[src/rtl/vehicle_call_conditioner.sv]
// vehicle_call_conditioner
//   Front end for the two-street traffic light controller. Each raw loop
//   detector is synchronized, debounced and latched into a vehicle call
//   (Sa/Sb). A call is cleared once its street is seen green with an empty
//   detector. Stuck detectors and conflicting greens fail safe by forcing
//   the affected calls permanently on.
// Ports:
//   clk      rising-edge system clock
//   reset_n  synchronous active-low reset
//   det_a/b  raw asynchronous detector inputs (1 = vehicle present)
//   Ga/Gb    street greens from the controller (synchronous)
//   Sa/Sb    registered street calls
//   fault_a/b  sticky stuck-detector flags
//   conflict sticky flag: Ga and Gb seen high together

// One detector channel: 2-flop sync, debounce, presence watchdog, call latch.
module vcc_chan #(
  parameter int DEBOUNCE_CYCLES = 4,
  parameter int CNT_W           = 3,
  parameter int MAX_PRESENCE    = 200,
  parameter int PRES_W          = 8
) (
  input  logic clk,
  input  logic reset_n,
  input  logic i_det,
  input  logic i_green,
  input  logic i_force,   // next-state of the shared conflict flag
  output logic o_call,
  output logic o_fault
);
  localparam logic [CNT_W-1:0]  DB_LAST   = CNT_W'(DEBOUNCE_CYCLES - 1);
  localparam logic [PRES_W-1:0] PRES_LAST = PRES_W'(MAX_PRESENCE - 1);

  logic [1:0]        r_sync;
  logic              r_filt;
  logic [CNT_W-1:0]  r_cnt;
  logic [PRES_W-1:0] r_pres;
  logic              r_call;
  logic              r_fault;
  logic              w_sync;
  logic              w_fault_nxt;

  assign w_sync = r_sync[1];
  // Fault is folded into the call on the same edge it asserts.
  assign w_fault_nxt = r_fault | (r_filt & (r_pres == PRES_LAST));

  always_ff @(posedge clk) begin
    if (!reset_n) begin
      r_sync  <= '0;
      r_filt  <= 1'b0;
      r_cnt   <= '0;
      r_pres  <= '0;
      r_call  <= 1'b0;
      r_fault <= 1'b0;
    end else begin
      r_sync <= {r_sync[0], i_det};

      // Filtered level follows only after DEBOUNCE_CYCLES consecutive
      // disagreeing samples; any agreeing sample restarts the count.
      if (w_sync != r_filt) begin
        if (r_cnt == DB_LAST) begin
          r_filt <= w_sync;
          r_cnt  <= '0;
        end else begin
          r_cnt <= r_cnt + 1'b1;
        end
      end else begin
        r_cnt <= '0;
      end

      if (!r_filt)           r_pres <= '0;
      else if (r_pres != '1) r_pres <= r_pres + 1'b1;

      r_fault <= w_fault_nxt;

      // Set (waiting, red) and clear (served, empty) cannot both be true.
      if (w_fault_nxt | i_force)  r_call <= 1'b1;
      else if (r_filt & ~i_green) r_call <= 1'b1;
      else if (i_green & ~r_filt) r_call <= 1'b0;
    end
  end

  assign o_call  = r_call;
  assign o_fault = r_fault;
endmodule

module vehicle_call_conditioner #(
  parameter int DEBOUNCE_CYCLES = 4,
  parameter int CNT_W           = 3,
  parameter int MAX_PRESENCE    = 200,
  parameter int PRES_W          = 8
) (
  input  logic clk,
  input  logic reset_n,
  input  logic det_a,
  input  logic det_b,
  input  logic Ga,
  input  logic Gb,
  output logic Sa,
  output logic Sb,
  output logic fault_a,
  output logic fault_b,
  output logic conflict
);
  localparam int NUM_CH = 2;

  if (DEBOUNCE_CYCLES < 1 || DEBOUNCE_CYCLES > (1 << CNT_W) - 1) begin : g_bad_db
    $error("DEBOUNCE_CYCLES out of range for CNT_W");
  end
  if (MAX_PRESENCE < 1 || MAX_PRESENCE > (1 << PRES_W) - 1) begin : g_bad_pres
    $error("MAX_PRESENCE out of range for PRES_W");
  end

  logic              r_conflict;
  logic              w_conf_nxt;
  logic [NUM_CH-1:0] w_det, w_green, w_call, w_fault;

  assign w_det      = {det_b, det_a};
  assign w_green    = {Gb, Ga};
  assign w_conf_nxt = r_conflict | (Ga & Gb);

  always_ff @(posedge clk) begin
    if (!reset_n) r_conflict <= 1'b0;
    else          r_conflict <= w_conf_nxt;
  end

  for (genvar c = 0; c < NUM_CH; c++) begin : g_ch
    vcc_chan #(
      .DEBOUNCE_CYCLES(DEBOUNCE_CYCLES),
      .CNT_W          (CNT_W),
      .MAX_PRESENCE   (MAX_PRESENCE),
      .PRES_W         (PRES_W)
    ) u_chan (
      .clk    (clk),
      .reset_n(reset_n),
      .i_det  (w_det[c]),
      .i_green(w_green[c]),
      .i_force(w_conf_nxt),
      .o_call (w_call[c]),
      .o_fault(w_fault[c])
    );
  end

  assign Sa       = w_call[0];
  assign Sb       = w_call[1];
  assign fault_a  = w_fault[0];
  assign fault_b  = w_fault[1];
  assign conflict = r_conflict;
endmodule

[config.mk]
export PLATFORM = sky130hd
export DESIGN_NAME = vehicle_call_conditioner
export DESIGN_NICKNAME = d
export VERILOG_FILES = /design/src/rtl/vehicle_call_conditioner.sv
export SDC_FILE = /design/constraint.sdc
export NUM_CORES = 1
export LEC_CHECK = 0
export CORE_MARGIN = 3
export CORE_UTILIZATION = 56
export DETAILED_ROUTE_END_ITERATION = 10
export PLACE_DENSITY = 0.79
export SLEW_MARGIN = 10
export SYNTH_ARGS = -nofsm -noshare
export SYNTH_HDL_FRONTEND = slang
export SYNTH_HIERARCHICAL = 1
export SYNTH_SLANG_ARGS = --single-unit
export TNS_END_PERCENT = 10
[constraint.sdc]
create_clock -name clk -period 2.62 [get_ports clk]
set_input_delay 0.393 -clock clk [delete_from_list [all_inputs] [get_ports clk]]
set_output_delay 0.393 -clock clk [all_outputs]
set_load 0.005 [all_outputs]
==> Yosys cells after proc, flatten, opt, wreduce, memory -nomap -nowiden <==
Index checks and enable logic that the tools add are counted.
{ "op_classes": {"mul": 0, "n_eq_ne": 8, "n_bitwise": 19, "n_shift": 0, "order_cmp": 0, "reduce_logical": 8, "div_mod_pow": 0, "addsub": 4, "mux": 6} }
{ "op_table": {"columns": ["op", "n"], "rows": [
  ["$add 8x1->8 const B", 2],
  ["$eq 8x8->1 const B", 2],
  ["$ne 8x8->1 const B", 2],
  ["$reduce_and 2->1", 4],
  ["$and 1x1->1", 7],
  ["$not 1->1", 7],
  ["$add 3x1->3 const B", 2],
  ["$eq 3x2->1 const B", 2],
  ["$mux 1", 6],
  ["$reduce_bool 3->1", 2],
  ["$reduce_or 3->1", 2],
  ["$or 1x1->1", 5],
  ["$ne 1x1->1", 2]
]} }
{ "totals": {"word_cells": 58, "romBits": 0, "ram_bits": 0, "out_inout_bits": 5, "mem_count": 0, "latchBits": 0, "reg_bits": 33, "in_bits": 6} }

==> Depth between registers and ports, before layout <==
{ "depth": {"word_depth": 5, "ltp_mapped": 4, "ltp_nobuf": 4} }

==> Cells and area by module <==
Netlist, hierarchy kept.
{ "by_module_without_submodules": {"columns": ["mod", "instances", "cells_per_inst", "seq_area_each_um2", "area_per_inst_um2"], "rows": [
  ["vcc_chan", 2, 75, 320.3, 718.2],
  ["vehicle_call_conditioner", 1, 3, 20.0, 33.8]
]} }

==> Worst setup path after synthesis <==
Ideal clock, no wire load.
{ "synth_timing": {"kind": "reg-to-reg", "startpoint": "reg g_ch[0].u_chan.r_pres[0]", "endpoint": "reg g_ch[0].u_chan.r_call", "setup_slack_ns": 1.229, "n_path_buf": 0, "path_stages_with_launch": 5, "setup_time_ns": 0.120, "period_less_slack_ns": 1.391, "required_ns": 2.500, "t_arrival_ns": 1.271, "path_cell_list": "dfxtp_1 > ha_1 > and4_4 > a41o_1 > o31a_1"} }
{ "synth_via": {"elab_chain_len": 5, "word_cells_on_any_way": 6, "classes_between": "1 x eq/ne; 1 x mux; 3 x bitwise; 1 x reduce/logical"} }
{ "synth_rtl": {"columns": ["element", "line_no", "rtl"], "rows": [
  ["start: declaration", "37", "logic [PRES_W-1:0] r_pres;"],
  ["start signal: assignment", "72", "else if (r_pres != '1) r_pres <= r_pres + 1'b1;"],
  ["$eq 8x8->1 *", "45", "assign w_fault_nxt = r_fault | (r_filt & (r_pres == PRES_LAST));"],
  ["$and 1x1->1 *", "45", null],
  ["$or 1x1->1 *", "45", null],
  ["$or 1x1->1 *", "77", "if (w_fault_nxt | i_force) r_call <= 1'b1;"],
  ["$reduce_bool 3->1 (no line) or $mux 1 (tied branches)", null, null],
  ["end signal: assignment", "77", null],
  ["end signal: assignment", "78", "else if (r_filt & ~i_green) r_call <= 1'b1;"],
  ["end signal: assignment", "79", "else if (i_green & ~r_filt) r_call <= 1'b0;"],
  ["end: declaration", "38", "logic r_call;"]
]} }
Mark *: on every way between the ends. The rest lies on a longest branch, timed or not.
A chain may end at the register's enable or synchronous reset.

==> Final worst setup path <==
{ "layout_timing": {"startpoint": "reg r_conflict, in the netlist conflict", "endpoint": "out conflict"} }
{ "layout_lines": {"columns": ["element", "line_no", "rtl"], "rows": [
  ["start: declaration", "114", "logic r_conflict;"],
  ["start signal: assignment", "124", "else r_conflict <= w_conf_nxt;"],
  ["end: declaration", "103", "output logic conflict"]
]} }
No word-level cell between the ends.

==> load_flow_metrics.sql <==
INSERT INTO impl_metrics (metric_group, metric, value, unit) VALUES
('sta', 'finalSetupViolations', '0', ''),
('clock_tree', 'cts-root-buf', 'sky130_fd_sc_hd__clkbuf_4', ''),
('power', 'power.static_leakage', '0.000628', 'uW'),
('cells_and_area', 'num_antenna_cells', '0', ''),
('synthesis', 'syn_inst', '153', ''),
('power', 'power_per_cell_area', '512', 'mW/mm^2'),
('sta', 'report.final.hold_viol_count', '0', ''),
('clock_tree', 'post_cts.repair.setup_buffers', '0', ''),
('die', 'die_w', '57.2', 'microns'),
('sta', 'worst_slew_margin_rel', '0.736', ''),
('critical_path', 'critical_path_buf_inv_count', '1', ''),
('power', 'power.share.combinational', '0.036', ''),
('place', 'detailed_place_hpwl', '1750', 'microns'),
('sta', 'final_min_period_over_clock_period', '0.596', ''),
('clock_tree', 'maximum_number_of_buffers_from_clock_root_to_sink', '2', ''),
('critical_path', 'cp_max_fo', '2', ''),
('power', 'p_int', '655', 'uW'),
('global_routing', 'track_usage', '0.189', ''),
('sta', 'achievable_frequency', '641', 'MHz'),
('status', 'run_status', 'complete, no violations', ''),
('cells_and_area', 'final_layout_size_suffix_gt1_frac', '0.0976', ''),
('synthesis', 'yosysUniqueCellTypes', '33', ''),
('global_routing', 'antenna_found_initial', '0', ''),
('sta', 'setup_total_negative_slack', '0', 'ps'),
('critical_path', 'slowest_delay', '500', 'ps'),
('clock_tree', 'clock_insertion_delay_worst_skew', '330', 'ps'),
('place', 'placement.io_buffers', '10', ''),
('sta', 'final-max-slew-violation-count', '0', ''),
('cells_and_area', 'final_net_count', '176', ''),
('routing', 'route.detailed.vias_per_inst', '6.03', ''),
('global_routing', 'grt_max_degree', '16', ''),
('clock_tree', 'tritoncts.num_buffers', '5', ''),
('clock_tree', 'post_cts_hold_buffer_count', '0', ''),
('power', 'p_seq_frac', '0.622', ''),
('cells_and_area', 'final_cell_mix', 'sky130_fd_sc_hd__dfxtp_1, sky130_fd_sc_hd__nand3_1, sky130_fd_sc_hd__nor2_1, sky130_fd_sc_hd__clkdlybuf4s50_1', ''),
('routing', 'drt_pass1_iterations', '4', ''),
('global_routing', 'grt_first_pass_wirelength', '4820', 'microns'),
('critical_path', 'path_class', 'reg -> out', ''),
('die', 'design.portCount', '11', ''),
('clock_tree', 'clk_sink_count', '33', ''),
('die', 'core.rowCount', '17', ''),
('synthesis', 'postSynthNetCount', '165', ''),
('global_routing', 'globalRoute.totalOverflow', '0', ''),
('die', 'die_area', '0.00328', 'sq mm'),
('critical_path', 'crit_slowest_cell', 'sky130_fd_sc_hd__clkdlybuf4s50_1', ''),
('die', 'dieHeight', '57.2', 'microns'),
('sta', 'layout_min_cycle_time', '1560', 'ps'),
('clock_tree', 'cts_tree', 'done', ''),
('critical_path', 'critical_path.endpoint_type', 'primary output', ''),
('worst_hold_path', 'min-delay-path-class', 'reg -> reg', ''),
('clock_tree', 'cts.clk_slew.worst_paths', '90', 'ps'),
('power', 'ir_worst_vdd', '450', 'uV'),
('routing', 'drt_iter0_markers', '18', ''),
('routing', 'postRouteWirelength', '2580', 'microns'),
('synthesis', 'synth_sequential_area_ratio', '0.449', ''),
('clock_tree', 'cts_resized', '0', ''),
('power', 'power.total', '824', 'uW'),
('power', 'switching_power', '169', 'uW'),
('critical_path', 'cpLargestDelayFamily', 'buffers and inverters', ''),
('routing', 'route.vias.total', '1157', ''),
('cells_and_area', 'most_common_cell_after_layout_fill_and_taps_aside', 'sky130_fd_sc_hd__dfxtp_1', ''),
('routing', 'routed_wire_length_per_instance', '13.4', 'microns'),
('cells_and_area', 'final.fill_count', '205', ''),
('synthesis', 'syn_area_per_cell', '9.61', 'sq um'),
('critical_path', 'critical_path.startpoint_type', 'register', ''),
('synthesis', 'number_of_synthesis_warnings', '6', ''),
('die', 'floorplan.initialDensity', '0.628', ''),
('routing', 'drc', '0', ''),
('sta', 'grt_setup_unrepaired', 'false', ''),
('routing', 'ant_nets_after_route', '0', ''),
('power', 'power.switching_fraction', '0.205', '');
==> cell families after synthesis <==
family                   Yosys count  share of synthesized area
XOR/XNOR                           2                     0.0119
AO/OA/AOI/OAI                     31                      0.155
multiplexers                       2                     0.0136
buffers and inverters             14                     0.0562
flip-flops                        33                      0.449
AND/OR/NAND/NOR                   63                      0.249
adder cells (fa/ha/maj)            8                     0.0647
==> cell usage after synthesis <==
cell	number	area share
sky130_fd_sc_hd__dfxtp_1	33	0.45
sky130_fd_sc_hd__nand3_1	12	0.041
sky130_fd_sc_hd__nor2_1	10	0.026
sky130_fd_sc_hd__inv_1	8	0.020
sky130_fd_sc_hd__nor3_1	8	0.027
sky130_fd_sc_hd__a31oi_1	6	0.026
sky130_fd_sc_hd__ha_1	6	0.051
sky130_fd_sc_hd__nand2_1	6	0.015
sky130_fd_sc_hd__and2_1	5	0.021
sky130_fd_sc_hd__a211oi_1	4	0.020
sky130_fd_sc_hd__a21oi_1	4	0.014
sky130_fd_sc_hd__and4_4	4	0.031
sky130_fd_sc_hd__buf_4	4	0.020
sky130_fd_sc_hd__nor2b_1	4	0.017
sky130_fd_sc_hd__a21o_1	3	0.015
sky130_fd_sc_hd__a311oi_1	2	0.012
sky130_fd_sc_hd__a41o_1	2	0.014
sky130_fd_sc_hd__a41oi_1	2	0.012
sky130_fd_sc_hd__and2_2	2	0.010
sky130_fd_sc_hd__and3_1	2	0.0085
sky130_fd_sc_hd__and3_2	2	0.010
sky130_fd_sc_hd__and4_1	2	0.012
sky130_fd_sc_hd__buf_6	2	0.015
sky130_fd_sc_hd__maj3_1	2	0.014
sky130_fd_sc_hd__mux2i_1	2	0.014
sky130_fd_sc_hd__nand3b_1	2	0.010
sky130_fd_sc_hd__nand4_1	2	0.0085
sky130_fd_sc_hd__nor4b_1	2	0.012
sky130_fd_sc_hd__o21ai_0	2	0.0068
sky130_fd_sc_hd__o21ba_2	2	0.014
sky130_fd_sc_hd__o21bai_1	2	0.010
sky130_fd_sc_hd__o31a_1	2	0.012
sky130_fd_sc_hd__xor2_1	2	0.012
==> final timing paths <==
| path | startpoint | slack, ps | end | depth (start not counted) |
|---|---|---|---|---|
| max | conflict | 1060 | conflict | 1 |
| min | g_ch[0].u_chan/r_cnt[0] | 420 | g_ch[0].u_chan/r_cnt[0] | 1 |
| max reg2reg | g_ch[1].u_chan/r_pres[0] | 1060 | g_ch[1].u_chan/o_call | 4 |
| min reg2reg | g_ch[0].u_chan/r_cnt[0] | 420 | g_ch[0].u_chan/r_cnt[0] | 1 |
==> sequential cells by signal, summed over array words and instances, names as in the netlist <==
signal and flops:
g_ch.u_chan/r_sync 4, g_ch.u_chan/r_filt 2, g_ch.u_chan/r_pres 16, g_ch.u_chan/o_fault 2, g_ch.u_chan/o_call 2, g_ch.u_chan/r_cnt 6, conflict 1
==> metrics by stage <==
step / setup WS, ps / hold slack, ps / instances / util / cell area [sq um]
final: 1060 / 423 / 192 / 0.687 / 1610
after global placement: 853 / 406 / 185 / 0.664 / 1550
after global routing: 989 / 460 / 192 / 0.687 / 1610
after CTS: 1030 / 427 / 192 / 0.687 / 1610
after detailed placement: 784 / 414 / 185 / 0.664 / 1550
after floorplan: 1230 / 399 / 153 / - / 1470
==> metal layers <==
layer / wire [microns] / part of all wire / GRT usage
met5: 0 / 0 / 0
met4: 66 / 0.026 / 0.106
met3: 112 / 0.043 / 0.0520
met2: 1150 / 0.45 / 0.297
met1: 1240 / 0.48 / 0.233
==> power by group through the flow <==
| stage | registers (uW) | logic (uW) | clock network, uW |
|---|---|---|---|
| 6_report | 512 | 29.6 | 282 |
| 3_3_place_gp | 524 | 29.2 | 0 |
| 5_1_grt | 513 | 32.5 | 318 |
| 4_1_cts | 512 | 30.1 | 294 |
| 3_5_place_dp | 524 | 29.8 | 0 |
| 2_1_floorplan | 524 | 10.8 | 0 |
==> final cells by class <==
type | count | area, sq um | area share
Multi-Input combinational cell | 106 | 727 | 0.452
Sequential cell | 33 | 661 | 0.411
Timing Repair Buffer | 10 | 100 | 0.0623
Clock buffer | 7 | 55.1 | 0.0342
Tap cell | 28 | 35.0 | 0.0218
Inverter | 8 | 30.0 | 0.0187
(Power assumes the default switching activity.)
